[src/rtl/aes_axis_pkg.sv]
// Shared constants and helpers for the AES-CTR AXI4-Stream datapath.
package aes_axis_pkg;

   localparam int AES_BLK_W   = 128;
   localparam int AXIS_HOST_W = 32;
   localparam int AES_KEEP_W  = 16;

   // True when k is of the form 2^n-1 with n>=1 (bytes contiguous from bit 0).
   // Narrower keep vectors are zero-extended by the caller; that preserves the property.
   function automatic logic keep_contig(input logic [AES_KEEP_W-1:0] k);
      logic [AES_KEEP_W-1:0] kp1;
      kp1 = k + AES_KEEP_W'(1);
      return (k != '0) && ((k & kp1) == '0);
   endfunction

endpackage

[src/rtl/axis_pack_32to128.sv]
// 32->128 AXI4-Stream packer. Words accumulate into lanes; a beat is emitted
// after LANES words or on s_tlast, with unused lanes zeroed in data and keep.
// Optional: define AXIS_PACK_ERR_EN to enable the sticky err_keep protocol check.
module axis_pack_32to128
   import aes_axis_pkg::*;
#(
   parameter int IN_W  = AXIS_HOST_W,
   parameter int OUT_W = AES_BLK_W
) (
   input  logic                 clk,
   input  logic                 rst,
   input  logic [IN_W-1:0]      s_tdata,
   input  logic [IN_W/8-1:0]    s_tkeep,
   input  logic                 s_tlast,
   input  logic                 s_tvalid,
   output logic                 s_tready,
   output logic [OUT_W-1:0]     m_tdata,
   output logic [OUT_W/8-1:0]   m_tkeep,
   output logic                 m_tlast,
   output logic                 m_tvalid,
   input  logic                 m_tready,
   output logic                 err_keep
);

   localparam int LANES = OUT_W / IN_W;
   localparam int KB    = IN_W / 8;
   localparam int LW    = (LANES > 1) ? $clog2(LANES) : 1;
   localparam logic [LW-1:0] LAST_LANE = LW'(LANES - 1);

   typedef logic [LANES-1:0][IN_W-1:0] lane_data_t;
   typedef logic [LANES-1:0][KB-1:0]   lane_keep_t;

   lane_data_t      acc_data_q, acc_data_d;
   lane_keep_t      acc_keep_q, acc_keep_d;
   logic [LW-1:0]   lane_q, lane_d;
   lane_data_t      m_data_q, m_data_d;
   lane_keep_t      m_keep_q, m_keep_d;
   logic            m_last_q, m_last_d;
   logic            m_valid_q, m_valid_d;
   logic            xfer;
   lane_data_t      merged_data;
   lane_keep_t      merged_keep;

   // Ready depends only on the output register and downstream ready.
   assign s_tready = !m_valid_q || m_tready;
   assign xfer     = s_tvalid && s_tready;

   assign m_tdata  = m_data_q;
   assign m_tkeep  = m_keep_q;
   assign m_tlast  = m_last_q;
   assign m_tvalid = m_valid_q;

   // Next-state: accumulate a word, or close the beat into the output stage.
   always_comb begin
      acc_data_d  = acc_data_q;
      acc_keep_d  = acc_keep_q;
      lane_d      = lane_q;
      m_data_d    = m_data_q;
      m_keep_d    = m_keep_q;
      m_last_d    = m_last_q;
      m_valid_d   = m_valid_q;
      merged_data = acc_data_q;
      merged_keep = acc_keep_q;
      merged_data[lane_q] = s_tdata;
      merged_keep[lane_q] = s_tkeep;

      // Drain first; a beat completing in the same cycle overrides it.
      if (m_valid_q && m_tready) m_valid_d = 1'b0;

      if (xfer) begin
         if (lane_q == LAST_LANE || s_tlast) begin
            // Lanes above lane_q are still zero because acc is cleared per beat.
            m_data_d   = merged_data;
            m_keep_d   = merged_keep;
            m_last_d   = s_tlast;
            m_valid_d  = 1'b1;
            acc_data_d = '0;
            acc_keep_d = '0;
            lane_d     = '0;
         end else begin
            acc_data_d = merged_data;
            acc_keep_d = merged_keep;
            lane_d     = lane_q + LW'(1);
         end
      end
   end

   // State registers with synchronous reset.
   always_ff @(posedge clk) begin
      if (rst) begin
         acc_data_q <= '0;
         acc_keep_q <= '0;
         lane_q     <= '0;
         m_data_q   <= '0;
         m_keep_q   <= '0;
         m_last_q   <= 1'b0;
         m_valid_q  <= 1'b0;
      end else begin
         acc_data_q <= acc_data_d;
         acc_keep_q <= acc_keep_d;
         lane_q     <= lane_d;
         m_data_q   <= m_data_d;
         m_keep_q   <= m_keep_d;
         m_last_q   <= m_last_d;
         m_valid_q  <= m_valid_d;
      end
   end

`ifdef AXIS_PACK_ERR_EN
   logic err_q, err_d;

   // Flag non-contiguous keep, or partial keep on a non-last word; sticky until reset.
   always_comb begin
      err_d = err_q;
      if (xfer && (!keep_contig(AES_KEEP_W'(s_tkeep)) || (!s_tlast && s_tkeep != '1)))
         err_d = 1'b1;
   end

   // Sticky error register.
   always_ff @(posedge clk) begin
      if (rst) err_q <= 1'b0;
      else     err_q <= err_d;
   end

   assign err_keep = err_q;
`else
   assign err_keep = 1'b0;
`endif

endmodule
[config.mk]
export PLATFORM = sky130hd
export DESIGN_NAME = axis_pack_32to128
export DESIGN_NICKNAME = d
export VERILOG_FILES = /design/src/rtl/aes_axis_pkg.sv /design/src/rtl/axis_pack_32to128.sv
export SDC_FILE = /design/constraint.sdc
export NUM_CORES = 1
export LEC_CHECK = 0
export ABC_AREA = 1
export BUFFER_PORTS_ARGS = -buffer_cell sky130_fd_sc_hd__buf_4
export CORE_MARGIN = 2
export CORE_UTILIZATION = 55
export DETAILED_ROUTE_END_ITERATION = 12
export GPL_TIMING_DRIVEN = 0
export PLACE_DENSITY_LB_ADDON = 0.08
export SLEW_MARGIN = 20
export SYNTH_ARGS = -nofsm -noshare
export SYNTH_HDL_FRONTEND = slang
export SYNTH_SLANG_ARGS = --single-unit
export TNS_END_PERCENT = 20
[constraint.sdc]
create_clock -name clk -period 2.75 [get_ports clk]
set_input_delay 0.55 -clock clk [delete_from_list [all_inputs] [get_ports clk]]
set_output_delay 0.55 -clock clk [all_outputs]
set_load 0.05 [all_outputs]
==> metrics.csv <==
stage,metric,value,unit
die,Initial Util,56.0,%
worst_setup_path,CP Launch Type,flop,
global_route,GRT Util Overall,36.3,%
clock_network,"CTS clk-pin slew, worst paths",60,ps
global_route,largest net degree at the start of global routing,14,
clock_network,Clock Sinks,292,
placement,RePlAce Congestion,0.965,
clock_network,CTS tree,done,
timing,FMAX,387,MHz
synth,top post-synthesis cells by area,"dfxtp_1 36%, nand2_1 30%, inv_1 11%",
cells_and_area,proportion of layout cells with a drive suffix above 1,11.1,%
synth,yosys warns,0,
clock_network,number of setup buffers added after CTS,0,
worst_setup_path,critical path cell sequence,"inv_1, ha_1, buf_2, inv_2, clkbuf_1, nand2_1, nand2_1, nand3_1, nand2_1, nor2_1",
timing,final worst path period share,94.0,%
routing,met2 WL,24100,microns
clock_network,"Clk Latency, worst-skew pair",530,ps
clock_network,clock buffer depth,3,
global_route,first-pass GRT wire length,87200,microns
placement,detailed placement HPWL,41100,microns
worst_setup_path,CP Class,flop to flop,
timing,setup TNS,0,ps
timing,worst relative slew slack,39.9,%
routing,routed vias/inst,5.19,
die,Die Y,175,microns
routing,DR top layer,met4,
hold_path,HP Class,input port to flop,
worst_setup_path,crit path capture type,flop,
clock_network,Num CTS Buffers,34,
routing,drt wl/cell,16.5,microns
synth,Seq cells post-synth,292,
routing,initial DRC count,1888,
die,IO Pins,189,
die,Die Width,175,microns
timing,min Tclk post-route,2590,ps
synth,synth unique cells,17,
cells_and_area,post-route cell area,19300,sq um
placement,Placed Instance Area,18000,sq um
worst_setup_path,crit path from,lane_q[1]$_SDFFE_PP0N_,
cells_and_area,Synth-to-Final Area Change,19.6,%
pwr,Power per Cell Area,641,nW/um^2
routing,DRC errors left,0,
job,maxcap violations,0,
worst_setup_path,CP max-delay cell,clkbuf_1,
global_route,vias in the first global route,16121,
routing,Detailed Route WL,57000,microns
timing,skew final,19.0,ps
cells_and_area,final net count,3103,
timing,RSZ-0062 raised after global routing,false,
worst_setup_path,maximum fanout along the worst path,10,
routing,Routed Antenna Nets,0,
die,Core Area,28800,sq um
synth,synth cell count leaders,"1285 x nand2_1, 473 x inv_1, 292 x dfxtp_1",
synth,Syn Inst Count,2834,
pwr,Pleak,0.0100,uW
routing,WL met3,6710,microns
synth,prevailing post-synth register cell,dfxtp_1,
synth,Synth area leader,dfxtp_1,
worst_setup_path,Worst Path Arrival,2990,ps
timing,pins over their slew limit,0,
routing,DRT met1 WL,23400,microns
worst_setup_path,critical path's most frequent cell,nand2_1,
placement,port buffer count,186,
clock_network,Resized cells post-CTS,0,
global_route,Overflow after GRT,0,
clock_network,Hold Buf Count CTS,0,
synth,Post-Syn Area,16100,sq um
synth,Post-synth EDFFs,0,
routing,via count,17968,
clock_network,Root Driver,clkbuf_16,
pwr,peak supply drop,0.556,mV
synth,"count leader, synth",nand2_1,
hold_path,hold_sp,s_tlast,
synth,register area share after synthesis,36.3,%
run_status,outcome,"complete, no violations",
synth,Syn Nets,2881,
synth,Yosys top cell area share,36.3,%
timing,"Setup violations, final",0,
clock_network,H-tree depth,2,
worst_setup_path,worst endpoint required time,3160,ps
timing,worst-margin pin slew,901,ps
worst_setup_path,max incr delay on CP,720,ps
die,die footprint,30700,sq um
pwr,total power,12300,uW
global_route,initial antenna violation count,0,
synth,"Avg Cell Area, Syn",5.69,sq um
cells_and_area,# diodes,0,
die,Site Rows,62,
synth,ys async rst share,0,%
worst_setup_path,reg2reg start,lane_q[1]$_SDFFE_PP0N_,
timing,"Hold Violations, Final",0,
routing,TritonRoute pass-1 iters,6,
## cells by family after synthesis
logic type	count (synthesis)	synth area share, %
flip-flops	292	36.3
AO/OA/AOI/OAI	150	4.68
AND/OR/NAND/NOR	1722	42.4
buffers and inverters	663	16.2
adder cells (fa/ha/maj)	6	0.466
other	1	0.0233
## area by class of cell
type,count,area [sq um]
fill,2707,9510
multi-input combinational,1879,7660
sequential,292,5850
inverter,478,1790
timing repair buffer,186,1400
clock buffer,49,1040
buffer,185,811
tap,384,480
clock inverter,11,236
## flip-flops by register name, summed over array words and instances (netlist names)
| register | flops |
|---|---|
| acc_data_q | 128 |
| m_tdata | 128 |
| acc_keep_q | 16 |
| m_tkeep | 16 |
| lane_q | 2 |
| m_tlast | 1 |
| m_tvalid | 1 |
## worst max-delay path, delay by kind of cell, from the launching register on
family                     cells  cell delay [ps]
DFF                            1              410
buffers and inverters          4             1380
adders and majority gates      1              180
and+or+nand+nor                5              500
## layout by cell type (no fill, tap or decap)
| cell type | netlist | routed |
|---|---|---|
| nand3_2 | 1 | 1 |
| inv_1 | 473 | 473 |
| buf_4 | 1 | 187 |
| clkbuf_16 | 0 | 37 |
| buf_2 | 90 | 90 |
| bufinv_16 | 0 | 7 |
| nand2_2 | 2 | 2 |
| nand2_1 | 1285 | 1285 |
| clkinvlp_4 | 0 | 1 |
| clkinv_2 | 0 | 2 |
| dfxtp_1 | 292 | 292 |
| clkinv_4 | 0 | 1 |
| buf_1 | 20 | 20 |
| a21oi_1 | 144 | 144 |
| clkbuf_1 | 74 | 79 |
| ha_1 | 6 | 6 |
| nand3_1 | 284 | 284 |
| conb_1 | 1 | 1 |
| a21oi_2 | 1 | 1 |
| o21ai_0 | 5 | 5 |
| inv_2 | 5 | 5 |
| clkbuf_8 | 0 | 7 |
| nor2_1 | 150 | 150 |
## power breakdown
group | switching (uW) | internal, uW
Clock | 1890 | 3290
Combinational | 1920 | 710
Sequential | 111 | 4430
Total | 3920 | 8430
## per-stage QoR
| step | worst slack, ps | std cells | util (%) | hold slack, ps |
|---|---|---|---|---|
| 6_report | 164 | 3464 | 67.0 | 355 |
| 5_1_grt | 119 | 3464 | 67.0 | 355 |
| 4_1_cts | 303 | 3464 | 67.0 | 338 |
| 3_5_place_dp | 316 | 3404 | 62.5 | 456 |
| 3_3_place_gp | 325 | 3404 | 62.5 | 445 |
| 2_1_floorplan | 730 | 2834 | - | 410 |
## metal layers
metal / vias up / track usage, %
met3: 162 / 7.40
met5: - / 0
met2: 979 / 55.0
met1: 8045 / 50.0
met4: 0 / 16.2
li1: 8782 / -
## path summary, 6_finish.rpt
path,to,slack (ps),cells past startpoint
setup reg to reg,m_tdata[62]$_SDFFE_PP0P_,160,10
hold / removal,m_tlast$_SDFFE_PP0P_,350,3
hold reg to reg,acc_data_q[127]$_SDFFE_PP0N_,460,2
setup / recovery,m_tdata[62]$_SDFFE_PP0P_,160,10
No activity file was read; power rests on OpenSTA's default activity.
